<file path="config.mk">
export PLATFORM = sky130hd
export DESIGN_NAME = bus_arbiter_4x1_flat
export DESIGN_NICKNAME = d
export VERILOG_FILES = /design/src/rtl/bus_arbiter_4x1_if.sv /design/src/rtl/bus_arbiter_4x1.sv /design/src/flat_wrapper.sv
export SDC_FILE = /design/constraint.sdc
export NUM_CORES = 1
export LEC_CHECK = 0
export CORE_MARGIN = 2
export CORE_UTILIZATION = 43
export DETAILED_ROUTE_END_ITERATION = 16
export GPL_TIMING_DRIVEN = 0
export PLACE_DENSITY_LB_ADDON = 0.08
export SETUP_SLACK_MARGIN = 0.15
export SLEW_MARGIN = 20
export SYNTH_ARGS = -nofsm -noshare
export SYNTH_HDL_FRONTEND = slang
export SYNTH_SLANG_ARGS = --single-unit
</file>
<file path="constraint.sdc">
create_clock -name clk -period 1.62 [get_ports clk]
set_input_delay 0.324 -clock clk [delete_from_list [all_inputs] [get_ports clk]]
set_output_delay 0.324 -clock clk [all_outputs]
set_load 0.05 [all_outputs]
</file>
<file path="src/rtl/bus_arbiter_4x1_if.sv">
// Request/grant bus between up to four requesters and the 4x1 bus arbiter.
// The arbiter connects through the slave modport and the requester side through master.
interface bus_arbiter_4x1_if;
  logic [3:0] req;
  logic [3:0] done;
  logic [3:0] grant;
  logic [1:0] sel;
  logic       busy;
  logic       timeout;

  modport master (
    output req,
    output done,
    input  grant,
    input  sel,
    input  busy,
    input  timeout
  );

  modport slave (
    input  req,
    input  done,
    output grant,
    output sel,
    output busy,
    output timeout
  );
endinterface

</file>
<file path="src/rtl/bus_arbiter_4x1.sv">
// Round-robin owner arbiter for the shared 16-bit bus. It drives the one-hot grant and the mux select,
// inserts one dead cycle between owners and forcibly releases an owner after TIMEOUT cycles.
module bus_arbiter_4x1 #(
  parameter int TIMEOUT = 15,
  parameter int CNT_W   = 4
) (
  input logic               clk,
  input logic               reset,
  bus_arbiter_4x1_if.slave  bus
);

  localparam logic [1:0] ST_IDLE    = 2'd0;
  localparam logic [1:0] ST_OWN     = 2'd1;
  localparam logic [1:0] ST_RELEASE = 2'd2;

  localparam logic [CNT_W-1:0] CNT_LAST = CNT_W'(TIMEOUT - 1);

  logic [1:0]       state_q, state_d;
  logic [1:0]       ptr_q, ptr_d;
  logic [1:0]       owner_q, owner_d;
  logic [CNT_W-1:0] cnt_q, cnt_d;
  logic [3:0]       grant_q, grant_d;
  logic [1:0]       sel_q, sel_d;
  logic             timeout_q, timeout_d;

  logic [1:0] winner;
  logic       any_req;
  logic       release_own;

  // Walk from the farthest offset down to ptr so the closest request after ptr wins.
  always_comb begin
    winner  = ptr_q;
    any_req = 1'b0;
    for (int i = 3; i >= 0; i--) begin
      if (bus.req[ptr_q + 2'(i)]) begin
        winner  = ptr_q + 2'(i);
        any_req = 1'b1;
      end
    end
  end

  always_comb begin
    // NOTE: every signal gets a default first so no path through the case can infer a latch.
    state_d     = state_q;
    ptr_d       = ptr_q;
    owner_d     = owner_q;
    cnt_d       = cnt_q;
    grant_d     = grant_q;
    sel_d       = sel_q;
    timeout_d   = 1'b0;
    release_own = bus.done[owner_q] || !bus.req[owner_q];

    case (state_q)
      ST_OWN: begin
        if (release_own || cnt_q == CNT_LAST) begin
          grant_d   = 4'b0000;
          ptr_d     = owner_q + 2'd1;
          state_d   = ST_RELEASE;
          // A voluntary release on the last cycle is not a timeout.
          timeout_d = !release_own;
        end else begin
          cnt_d = cnt_q + CNT_W'(1);
        end
      end
      default: begin
        // IDLE and RELEASE arbitrate identically; RELEASE already sees the advanced pointer.
        grant_d = 4'b0000;
        state_d = ST_IDLE;
        if (any_req) begin
          state_d = ST_OWN;
          owner_d = winner;
          sel_d   = winner;
          grant_d = 4'b0001 << winner;
          cnt_d   = '0;
        end
      end
    endcase
  end

  // NOTE: sequential state uses non-blocking assignments so all flops update from pre-edge values.
  always_ff @(posedge clk or posedge reset) begin
    if (reset) begin
      state_q   <= ST_IDLE;
      ptr_q     <= 2'd0;
      owner_q   <= 2'd0;
      cnt_q     <= '0;
      grant_q   <= 4'b0000;
      sel_q     <= 2'd0;
      timeout_q <= 1'b0;
    end else begin
      state_q   <= state_d;
      ptr_q     <= ptr_d;
      owner_q   <= owner_d;
      cnt_q     <= cnt_d;
      grant_q   <= grant_d;
      sel_q     <= sel_d;
      timeout_q <= timeout_d;
    end
  end

  assign bus.grant   = grant_q;
  assign bus.sel     = sel_q;
  assign bus.busy    = |grant_q;
  assign bus.timeout = timeout_q;

endmodule

</file>
<file path="src/flat_wrapper.sv">
// flat-port wrapper written by rule: the top's interface ports become plain ports
module bus_arbiter_4x1_flat 
#(
  parameter int TIMEOUT = 15,
  parameter int CNT_W   = 4
)
  (clk, reset, bus_req, bus_done, bus_grant, bus_sel, bus_busy, bus_timeout);
  bus_arbiter_4x1_if bus_i ();
  input logic clk;
  input logic reset;
  input wire logic [$bits(bus_i.req)-1:0] bus_req;
  input wire logic [$bits(bus_i.done)-1:0] bus_done;
  output wire logic [$bits(bus_i.grant)-1:0] bus_grant;
  output wire logic [$bits(bus_i.sel)-1:0] bus_sel;
  output wire logic [$bits(bus_i.busy)-1:0] bus_busy;
  output wire logic [$bits(bus_i.timeout)-1:0] bus_timeout;
  assign bus_i.req = bus_req;
  assign bus_i.done = bus_done;
  assign bus_grant = bus_i.grant;
  assign bus_sel = bus_i.sel;
  assign bus_busy = bus_i.busy;
  assign bus_timeout = bus_i.timeout;
  bus_arbiter_4x1 #(.TIMEOUT(TIMEOUT), .CNT_W(CNT_W)) u_core (.clk(clk), .reset(reset), .bus(bus_i));
endmodule
</file>
# Word level (Yosys, flattened, before mapping)
# Index checks and enable logic that the tools add are counted.
dict set report word_totals {
  register_bits 15
  latch_bits 0
  ram_bits 0
  romBits 0
  input_bits 10
  output_inout_bits 8
  elab_cells 62
  memories 0
}
dict set report op_classes {
  n_addsub 5
  mul 0
  div_mod_pow 0
  n_lt_le_gt_ge 5
  n_eq_ne 4
  n_shift 1
  muxes 31
  bitwise 1
  reduce_logical 9
}
# op n
set ops {}
lappend ops {{2-to-1 mux 4 bit} 6}
lappend ops {{< comparator 2 x 3 -> 1 bit, second input constant} 5}
lappend ops {{2-to-1 mux 1 bit} 13}
lappend ops {{binary-select mux 1 bit (select 2 bit)} 6}
lappend ops {{2-to-1 mux 2 bit} 6}
lappend ops {{AND reduction 2 bit} 3}
lappend ops {{adder 2 x 1 -> 2 bit, second input constant} 2}
lappend ops {{adder 2 bit, second input constant} 2}
lappend ops {{adder 4 x 1 -> 4 bit, second input constant} 1}
lappend ops {{equality test 4 bit, second input constant} 1}
lappend ops {{OR reduction 4 bit} 1}
lappend ops {{<< shifter 1 x 2 -> 4 bit, first input constant} 1}
lappend ops {{equality test 2 x 1 -> 1 bit, second input constant} 1}
lappend ops {{zero test 1 bit} 2}
lappend ops {{logical OR 1 bit} 2}
lappend ops {{!= test 2 x 1 -> 1 bit, second input constant} 1}
lappend ops {{!= test 2 bit, second input constant} 1}
lappend ops {{nonzero test 2 bit} 1}
lappend ops {{inverter 1 bit} 1}

# Longest topological paths before layout
dict set report depth {
  ltp_word 10
  mapped_depth 6
  mapped_depth_nobuf 6
}

# Worst setup path before layout
# OpenSTA, ideal clock, no wires.
dict set report synth_path {
  path_kind {register to register}
  start {register u_core.owner_q[0]}
  end {register u_core.cnt_q[3]}
  setup_ns 0.078
  arrival_time_ns 1.963
  required_ns 1.542
  path_slack_ns -0.421
  path_stages_with_launch 4
  n_path_buf 0
  period_less_slack_ns 2.041
  cell_sequence {dfrtp_1 mux4_2 or4_1 a21boi_1}
}
dict set report synth_via {
  elab_chain_len 7
  elab_cells_between_ends 9
  classes_between {eq/ne (1); mux (4); reduce/logical (4)}
}
# item line
set synth_lines {}
lappend synth_lines {{from (decl)} bus_arbiter_4x1.sv:20} ;# logic [1:0] owner_q, owner_d;
lappend synth_lines {{from (signal assigned)} bus_arbiter_4x1.sv:93} ;# owner_q <= owner_d;
lappend synth_lines {{binary-select mux 1 bit (select 2 bit)} bus_arbiter_4x1.sv:51} ;# release_own = bus.done[owner_q] || !bus.req[owner_q];
lappend synth_lines {{2-to-1 mux 1 bit (implied by the code)} bus_arbiter_4x1.sv:51}
lappend synth_lines {{zero test 1 bit} bus_arbiter_4x1.sv:51}
lappend synth_lines {{logical OR 1 bit *} bus_arbiter_4x1.sv:51}
lappend synth_lines {{logical OR 1 bit *} bus_arbiter_4x1.sv:55} ;# if (release_own || cnt_q == CNT_LAST) begin
lappend synth_lines {{!= test 2 bit (no source line) *} n/a}
lappend synth_lines {{AND reduction 2 bit (no source line) *} n/a}
lappend synth_lines {{to (signal assigned)} bus_arbiter_4x1.sv:94} ;# cnt_q <= cnt_d;
lappend synth_lines {{to (decl)} bus_arbiter_4x1.sv:21} ;# logic [CNT_W-1:0] cnt_q, cnt_d;
# Mark *: on every way between the ends. The rest lies on a longest branch, timed or not. The select of a mux whose other input is x is not followed.
# A chain may end at the register's enable or synchronous reset.

# Worst setup path after layout
dict set report layout_path {
  start {register u_core.grant_q[2], in the netlist u_core.bus.grant[2]}
  end {output port bus_busy}
}
dict set report layout_via {
  elab_chain_len 1
}
# item line
set layout_lines {}
lappend layout_lines {{from (decl)} bus_arbiter_4x1.sv:22} ;# logic [3:0] grant_q, grant_d;
lappend layout_lines {{from (signal assigned)} bus_arbiter_4x1.sv:95} ;# grant_q <= grant_d;
lappend layout_lines {{OR reduction 4 bit} bus_arbiter_4x1.sv:103} ;# assign bus.busy = |grant_q;
lappend layout_lines {{to (decl)} flat_wrapper.sv:15} ;# output wire logic [$bits(bus_i.busy)-1:0] bus_busy;
# No other way between the ends.

==> impl_metrics.ini <==
[global_route]
grt_pass1_vias = 699
met1_usage = 0.2549
track_usage = 0.1981
grt_max_degree = 16
met2_usage = 0.3342
overflow = 0
grt.busiest_layer = met2
grt_pass1_wl_mm = 2.980
use_met3 = 0.03462
antenna_found_initial = 0

[power_and_ir_drop]
p_comb_frac = 0.658
seq_power_share = 0.257
ir_drop_mv = 2.111
power_density_mw_per_mm2 = 2062
switching_power_mw = 1.169
p_int_mw = 1.352
sw_frac_of_total = 0.4637
p_leak_nw = 0.5234
pwr-share-clk = 0.085
total_power_mw = 2.521

[layout]
area_growth_pct = 52.66
nets = 117
final_common_cell = dfrtp_1
finish.utilization = 0.7004
layout_common_cells = dfrtp_1 (11), buf_4 (8), clkdlybuf4s15_2 (6)
antenna_cells = 0
drive_above_1_share = 0.4423
finalInstanceArea_mm2 = 0.001222

[route]
antenna_left = 0
drt_iter0_markers = 4
vias = 704
vias_per_cell = 5.457
drt_wl_total_mm = 1.939
drc = 0
drtPass1Iterations = 2
routedWlPerCell_um = 15.03

[critical_path]
reg2regPathDepth = 3
worstPathRequired_ps = 1300
crit_arrival_ps = 1390
rr_endpoint = u_core.ptr_q[1]
cp_max_fo = 3
worst-setup-path-type = flop to output pin
r2r_start = u_core.owner_q[0]
start_kind = flop
r2r_setup_slack_ps = 20
end_kind = output pin
critPathLaunch = u_core.bus.grant[2]

[synth]
yosysWarnings = 0
synth_seq_cells = 15
syn-num-nets = 85
synth_area_leaders = dfrtp_1 (47%), nand2b_1 (3.9%), nor2b_1 (3.9%)
synth_top_area_cell = dfrtp_1
synth_cells = 73
synthArstFlopShare = 1.000
synth_edf_count = 0
synthFlopType = dfrtp_1
syn_area_per_cell_um2 = 10.97
yosysSeqAreaShare = 0.4688
syn_area_um2 = 800.8
yosys.area.top_type_share = 0.4688
synth_cell_types = 30

[min_path]
hp-class = primary input to async pin

[clock_tree]
cts_buffers = 3
path_clk_slew_ps = 90
h-tree-depth = 1
cts.hold.buffers_added = 0
clkLatencyLatePin_ps = 270
cts-root-buf = clkbuf_4
clock_sinks = 15
clock_path_buffers = 2
cts_tree = yes

[sta]
hold_viol = 0
skew_ps = 1.590
fmax_mhz = 584.0
finalSetupViolCount = 1
finalSetupTns_ps = -92.28
worstMarginPinSlew_ps = 566.1
post-route-min-period_ps = 1712
setup_ws_ps = -92.28
post-route-period-util = 1.057
rsz0062_at_grt = true
final_max_slew_viol_count = 0
max_slew_margin = 0.6222

[floorplan]
dieWidth_um = 47.16
core_area_mm2 = 0.001745
die_y_um = 47.16
initial_core_util = 0.4588
dieArea_mm2 = 0.002224
rows = 15
pin_count = 18

[placed_design]
placed_cell_area_mm2 = 0.001015
finalWeightedCongestion = 0.7651
port-buffer-count = 17
hpwl_mm = 1.270

[outcome]
violations = negative setup slack
status = complete, but fails checks

[run]
maxCapViolations = 0
## timing repair
action / 4_1_cts / 5_1_grt
gates resized for setup: 55 / 14
setup buffers: 9 / 1
setup endpoints to repair: 23 / 14
pin swaps: 8 / 4
## power by group through the flow
stage	Clock, mW	Sequential [mW]	Combinational [mW]
finish	0.214	0.647	1.66
global route	0.238	0.665	1.75
CTS	0.220	0.647	1.50
detailed placement	0	0.672	1.21
global placement	0	0.665	1.19
floorplan	0	0.898	0.614
## synthesized netlist by cell type (2+ instances only)
master and instances:
nand3_1 2, o21bai_1 2, o2bb2ai_1 2, dfrtp_1 15
ha_1 2, or4_1 2, o31ai_1 4, nor2b_1 5
nand2b_1 5, nor2_1 2, nand2_1 5, mux2i_1 3
inv_1 3, nor3_1 2, a22o_1 2, o21ai_0 3
## registers in the layout, indices dropped and copies added (netlist names)
name	cells
u_core.ptr_q	2
u_core.bus.grant	4
u_core.owner_q	2
u_core.cnt_q	4
u_core.bus.timeout	1
u_core.state_q	2
## critical path, cell delays in order, from the launching register on
cell and delay, ps:
dfrtp_2 430, or4_4 520, buf_8 170
## worst max-delay path by stage
stage / end / cells after the start
after floorplan: u_core.ptr_q[1] / 3
after global placement: u_core.bus.grant[3] / 4
after detailed placement: u_core.bus.grant[3] / 4
after CTS: bus_busy / 2
after global routing: bus_busy / 2
final: bus_busy / 2
## per-stage QoR
stage	setup slack (ps)	hold slack, ps	instances
after detailed placement	-725.9	501.8	115
after global routing	-119.1	475.1	129
after floorplan	-180.2	225.2	73
final	-92.28	393.2	129
after global placement	-684.4	495.3	115
after CTS	-111.1	413.3	128
## routing by layer
layer	part of all wire	wire [µm]
met5	0	0
met4	0.0067	13
met3	0.013	25
met2	0.53	1025
met1	0.45	874
## final cells by class
| type | count | area (µm²) |
|---|---|---|
| clock buffer | 4 | 26.28 |
| fill | 144 | 523.0 |
| inverter | 3 | 11.26 |
| multi-input combinational | 55 | 524.3 |
| sequential | 15 | 380.4 |
| tap | 25 | 31.28 |
| timing repair buffer | 27 | 249.0 |
## cell families after synthesis
family,synth area share
compound gates,0.1766
xor+xnor,0.01094
fa+ha+maj,0.03125
buf+inv,0.01406
flops,0.4688
mux,0.09375
simple gates,0.2047
No activity file was read; power rests on OpenSTA's default activity.
